<file path="src/rtl/vend_arbiter.sv">
// Two-port round-robin vending session controller: collects coins from the granted
// port, vends one item, pays change one unit per cycle and supports cancel/timeout refunds.
module vend_arbiter #(
   parameter int unsigned PRICE      = 5,
   parameter int unsigned STOCK_INIT = 8,
   parameter int unsigned TIMEOUT    = 15
) (
   input  logic       clk,
   input  logic       clr,
   input  logic [1:0] req,
   input  logic [2:0] money0,
   input  logic [2:0] money1,
   input  logic [1:0] cancel,
   input  logic       restock,
   output logic [1:0] gnt,
   output logic [3:0] val,
   output logic       dispense,
   output logic       change_pulse,
   output logic [3:0] change_left,
   output logic       refund,
   output logic [3:0] stock,
   output logic       sold_out
);
   localparam int unsigned CW = 4;
   localparam int unsigned MW = 3;
   localparam logic [CW-1:0] PRICE_V = CW'(PRICE);
   localparam logic [CW-1:0] STOCK_V = CW'(STOCK_INIT);
   localparam logic [CW-1:0] TO_LAST = CW'(TIMEOUT - 1);

   typedef enum logic [1:0] {IDLE, COLLECT, VEND, CHANGE} state_t;

   state_t          state_q, state_d;
   logic [1:0]      gnt_q, gnt_d;
   logic [CW-1:0]   val_q, val_d;
   logic            disp_q, disp_d;
   logic            cpulse_q, cpulse_d;
   logic [CW-1:0]   cl_q, cl_d;
   logic            refund_q, refund_d;
   logic [CW-1:0]   stock_q, stock_d;
   logic            sold_q, sold_d;
   logic            ptr_q, ptr_d;
   logic [CW-1:0]   to_q, to_d;

   logic [MW-1:0]   money_g;
   logic            cancel_g;
   logic [CW-1:0]   coin_sum;
   logic            timeout_hit;

   // Only the granted port is visible to the datapath.
   assign money_g     = gnt_q[1] ? money1 : money0;
   assign cancel_g    = gnt_q[1] ? cancel[1] : cancel[0];
   assign coin_sum    = val_q + CW'(money_g);
   assign timeout_hit = (money_g == '0) && (to_q == TO_LAST);

   always_ff @(posedge clk or posedge clr) begin
      if (clr) begin
         state_q  <= IDLE;
         gnt_q    <= '0;
         val_q    <= '0;
         disp_q   <= 1'b0;
         cpulse_q <= 1'b0;
         cl_q     <= '0;
         refund_q <= 1'b0;
         stock_q  <= STOCK_V;
         sold_q   <= (STOCK_V == '0);
         ptr_q    <= 1'b0;
         to_q     <= '0;
      end else begin
         state_q  <= state_d;
         gnt_q    <= gnt_d;
         val_q    <= val_d;
         disp_q   <= disp_d;
         cpulse_q <= cpulse_d;
         cl_q     <= cl_d;
         refund_q <= refund_d;
         stock_q  <= stock_d;
         sold_q   <= sold_d;
         ptr_q    <= ptr_d;
         to_q     <= to_d;
      end
   end

   always_comb begin
      state_d  = state_q;
      gnt_d    = gnt_q;
      val_d    = val_q;
      disp_d   = 1'b0;
      cpulse_d = 1'b0;
      cl_d     = cl_q;
      refund_d = refund_q;
      stock_d  = stock_q;
      ptr_d    = ptr_q;
      to_d     = to_q;

      case (state_q)
         IDLE: begin
            gnt_d    = '0;
            val_d    = '0;
            refund_d = 1'b0;
            to_d     = '0;
            if (restock) stock_d = STOCK_V;
            if ((stock_q != '0) && (req != 2'b00)) begin
               state_d = COLLECT;
               if (req == 2'b11) gnt_d = ptr_q ? 2'b10 : 2'b01;
               else              gnt_d = req;
            end
         end
         COLLECT: begin
            if (val_q >= PRICE_V) begin
               state_d = VEND;
               disp_d  = 1'b1;
            end else if (cancel_g || timeout_hit) begin
               // Same-cycle coin is accepted and paid back with the rest.
               cl_d  = coin_sum;
               val_d = '0;
               ptr_d = ~gnt_q[1];
               if (coin_sum != '0) begin
                  state_d  = CHANGE;
                  refund_d = 1'b1;
                  cpulse_d = 1'b1;
               end else begin
                  state_d = IDLE;
                  gnt_d   = '0;
               end
            end else begin
               val_d = coin_sum;
               to_d  = (money_g != '0) ? '0 : to_q + 4'd1;
            end
         end
         VEND: begin
            stock_d = stock_q - 4'd1;
            cl_d    = val_q - PRICE_V;
            val_d   = '0;
            ptr_d   = ~gnt_q[1];
            if (val_q != PRICE_V) begin
               state_d  = CHANGE;
               cpulse_d = 1'b1;
            end else begin
               state_d = IDLE;
               gnt_d   = '0;
            end
         end
         CHANGE: begin
            cl_d = cl_q - 4'd1;
            if (cl_q <= 4'd1) begin
               state_d  = IDLE;
               gnt_d    = '0;
               refund_d = 1'b0;
               cl_d     = '0;
            end else begin
               cpulse_d = 1'b1;
            end
         end
         default: state_d = IDLE;
      endcase

      sold_d = (stock_d == '0);
   end

   assign gnt          = gnt_q;
   assign val          = val_q;
   assign dispense     = disp_q;
   assign change_pulse = cpulse_q;
   assign change_left  = cl_q;
   assign refund       = refund_q;
   assign stock        = stock_q;
   assign sold_out     = sold_q;

endmodule

</file>
<file path="config.mk">
export PLATFORM = sky130hd
export DESIGN_NAME = vend_arbiter
export DESIGN_NICKNAME = d
export VERILOG_FILES = /design/src/rtl/vend_arbiter.sv
export SDC_FILE = /design/constraint.sdc
export NUM_CORES = 1
export LEC_CHECK = 0
export CAP_MARGIN = 25
export CORE_AREA = 2 2 59 61
export DETAILED_ROUTE_END_ITERATION = 8
export DIE_AREA = 0 0 61 63
export PLACE_DENSITY = 0.81
export SLEW_MARGIN = 10
export SYNTH_ARGS = -nofsm -noshare
export SYNTH_HDL_FRONTEND = slang
export SYNTH_SLANG_ARGS = --single-unit
</file>
<file path="constraint.sdc">
create_clock -name clk -period 8.6 [get_ports clk]
set_clock_uncertainty 0.2 [all_clocks]
set_input_delay 2.15 -clock clk [delete_from_list [all_inputs] [get_ports clk]]
set_output_delay 2.15 -clock clk [all_outputs]
set_load 0.02 [all_outputs]
</file>
==> metrics.cfg <==
[run_status]
status=complete, no violations

[clocking]
post_cts_resized=0
clk_latency_ps=330
cts_tree=yes
cts-buffers-inserted=3
ctsRootBufferMaster=clkbuf_4
cts_htree_levels=1
cts_hold_buf=0
clockBufferDepth=2
postCtsSetupRepairBufs=0
cts.sinks=25
clkTransAtPathRegs_ps=150

[place]
dp_cells=247
gp_congestion=0.905
hpwl_um=3240
port_buffers=30

[sta]
fmax_mhz=214
worstMarginPinSlew_ps=598
hold_violations=0
finalSetupViolCount=0
hold_ws_ps=334
setup_tns_ps=0
max_slew_margin=0.596
finalCritPeriodShare=0.543
rsz0062_at_grt=false
period_minus_slack_ps=4670
final_max_slew_viol_count=0

[yosys]
synthAdderAreaFrac=0.122
synth_top_area_cell=dfrtp_1
synth_top_family_by_area=compound AO/OA/AOI/OAI gates
ys_ff_latch=25
ys_seq_area_frac=0.367
synth_compound_area_frac=0.245
syn_inst=175
synth.area.top_cells=dfrtp_1 35%, ha_1 11%, o21ai_0 4.7%, a21oi_1 3.8%, inv_1 3.5%
synth.distinct_cells=45
muxShareOfSynthArea=0.0564
synth_edf_count=0
ys_warn_count=0
synth.avg_cell_area_um2=9.77
synthesis.nets=204
synthSimpleGateAreaFrac=0.128
netlist_area_um2=1710
synth_top_area_frac=0.351
synth_flop_cell=dfrtp_1
synth_xor_area_frac=0.0307
async_reset_ff_frac=1.00

[worst_setup_path]
arrival_ps=4700
end_kind=flip-flop
critPathKind=input port to flip-flop
crit_fanout=4
cp.required_ps=8630
start_kind=input port

[pwr]
irDropWorstVdd_mv=0.174
powerDensity_nw_per_um2=374
report.power.total_uw=780
p_leak_uw=0.000885

[layout]
nets=236
area_growth_pct=22.2
drive_above_1_share=0.0728
diodes=0
final_cells=252

[drt]
dr.pass1.iters=4
wl_per_cell_um=16.6
routed_wl_um=4190
drc=0
drt_iter0_markers=106
drtAntennaViolNets=0
vias_per_cell=5.96
vias=1501

[floorplanning]
die_y_um=63
die_w_um=61
ios=31
core_area_um2=3230
start_util=0.529
core.rowCount=21
dieArea_um2=3840

[job]
cap_violations=0

[global_routing]
grt_pass1_wl_um=6960
grt-ovfl-total=0
antenna_found_initial=0
grt_use_total=0.234
grt_pass1_vias=1548
grt_max_degree=26

[min_path]
min_path_type=flip-flop to flip-flop

==> state kept, by name (all words and copies together) (netlist names) <==
| name | cells |
|---|---|
| state_q | 2 |
| refund | 1 |
| stock | 4 |
| to_q | 4 |
| dispense | 1 |
| val | 4 |
| change_left | 4 |
| sold_out | 1 |
| ptr_q | 1 |
| gnt | 2 |
| change_pulse | 1 |
==> synth_stat cells, types with 2 or more instances <==
cell type and number:
a21o_1 3, a21oi_1 13, a22o_1 6, a31oi_1 2, and3_1 2, clkbuf_1 2
dfrtp_1 24, ha_1 15, inv_1 16, mux2_2 5, mux2i_1 4, nand2_1 6
nand3_1 2, nand3b_1 2, nor2_1 7, nor2b_1 5, nor3_1 5, nor3b_1 3
nor4_1 2, o21ai_0 16, o22ai_1 5, o31a_1 2, o31ai_1 2, xnor2_1 5
==> final timing paths <==
check                      startpoint       end  slack [ps]  cells after the start
setup / recovery            money0[0]    gnt[1]        3930                      9
hold / removal                 gnt[0]    gnt[0]         330                      1
setup reg to reg               gnt[1]    gnt[1]        5480                      8
hold reg to reg                gnt[0]    gnt[0]         330                      1
max in group asynchronous         clr  stock[3]        5760                      3
min in group asynchronous         clr   to_q[0]        1910                      2
==> cells by family (layout without fill, tap and decap cells) <==
group,Yosys count,in the layout
compound gates,60,60
xor+xnor,6,6
fa+ha+maj,16,16
buf+inv,21,52
flops,25,25
mux,9,9
simple gates,38,38
==> where the power goes <==
group	leakage, µW	internal, µW	switching [µW]
registers	0.000322	165	54.7
logic	0.000550	223	280
clock network	0.0000139	17.8	39.2
total	0.000885	406	374
==> layout by cell type, fill, tap and decap left out, types with 3 or more instances in the layout <==
| cell | synthesis | layout |
|---|---|---|
| nor3_1 | 5 | 5 |
| nor2_1 | 7 | 7 |
| a22o_1 | 6 | 6 |
| nand2_1 | 6 | 6 |
| clkbuf_4 | 0 | 3 |
| ha_1 | 15 | 15 |
| o21ai_0 | 16 | 16 |
| a21o_1 | 3 | 3 |
| mux2_2 | 5 | 5 |
| o22ai_1 | 5 | 5 |
| inv_1 | 16 | 16 |
| clkdlybuf4s50_1 | 0 | 30 |
| nor3b_1 | 3 | 3 |
| dfrtp_1 | 24 | 24 |
| mux2i_1 | 4 | 4 |
| xnor2_1 | 5 | 5 |
| nor2b_1 | 5 | 5 |
| a21oi_1 | 13 | 13 |
==> routing by layer <==
metal	up-vias	global-route usage	wire, µm	part of all wire
li1	707	-	-	-
met1	734	0.298	1770	0.42
met2	50	0.401	2170	0.52
met3	10	0.0373	163	0.039
met4	0	0.0652	76	0.018
met5	-	0	0	0
==> cell type report <==
class / count / area, µm²
clock buffers: 3 / 22.5
clock inverters: 1 / 7.51
fillers: 269 / 1140
inverters: 17 / 63.8
multi-input cells: 129 / 995
flip-flops and latches: 25 / 627
well taps: 46 / 57.6
repair buffers: 31 / 315
==> critical path, stage by stage <==
cell	delay, ps
clkdlybuf4s50_1	430
mux2_2	280
ha_1	200
fa_1	380
xor2_1	210
nor3_1	240
a31oi_1	170
nor4_2	270
mux2_2	380
==> stage by stage <==
step	cell area (µm²)	utilization	setup slack, ps
4_1_cts	2070	0.642	3970
5_1_grt	2090	0.646	3750
3_5_place_dp	2040	0.632	3610
3_3_place_gp	2040	0.632	3700
2_1_floorplan	1710	-	4240
6_report	2090	0.646	3930
Power figures use the tool's default switching activity.
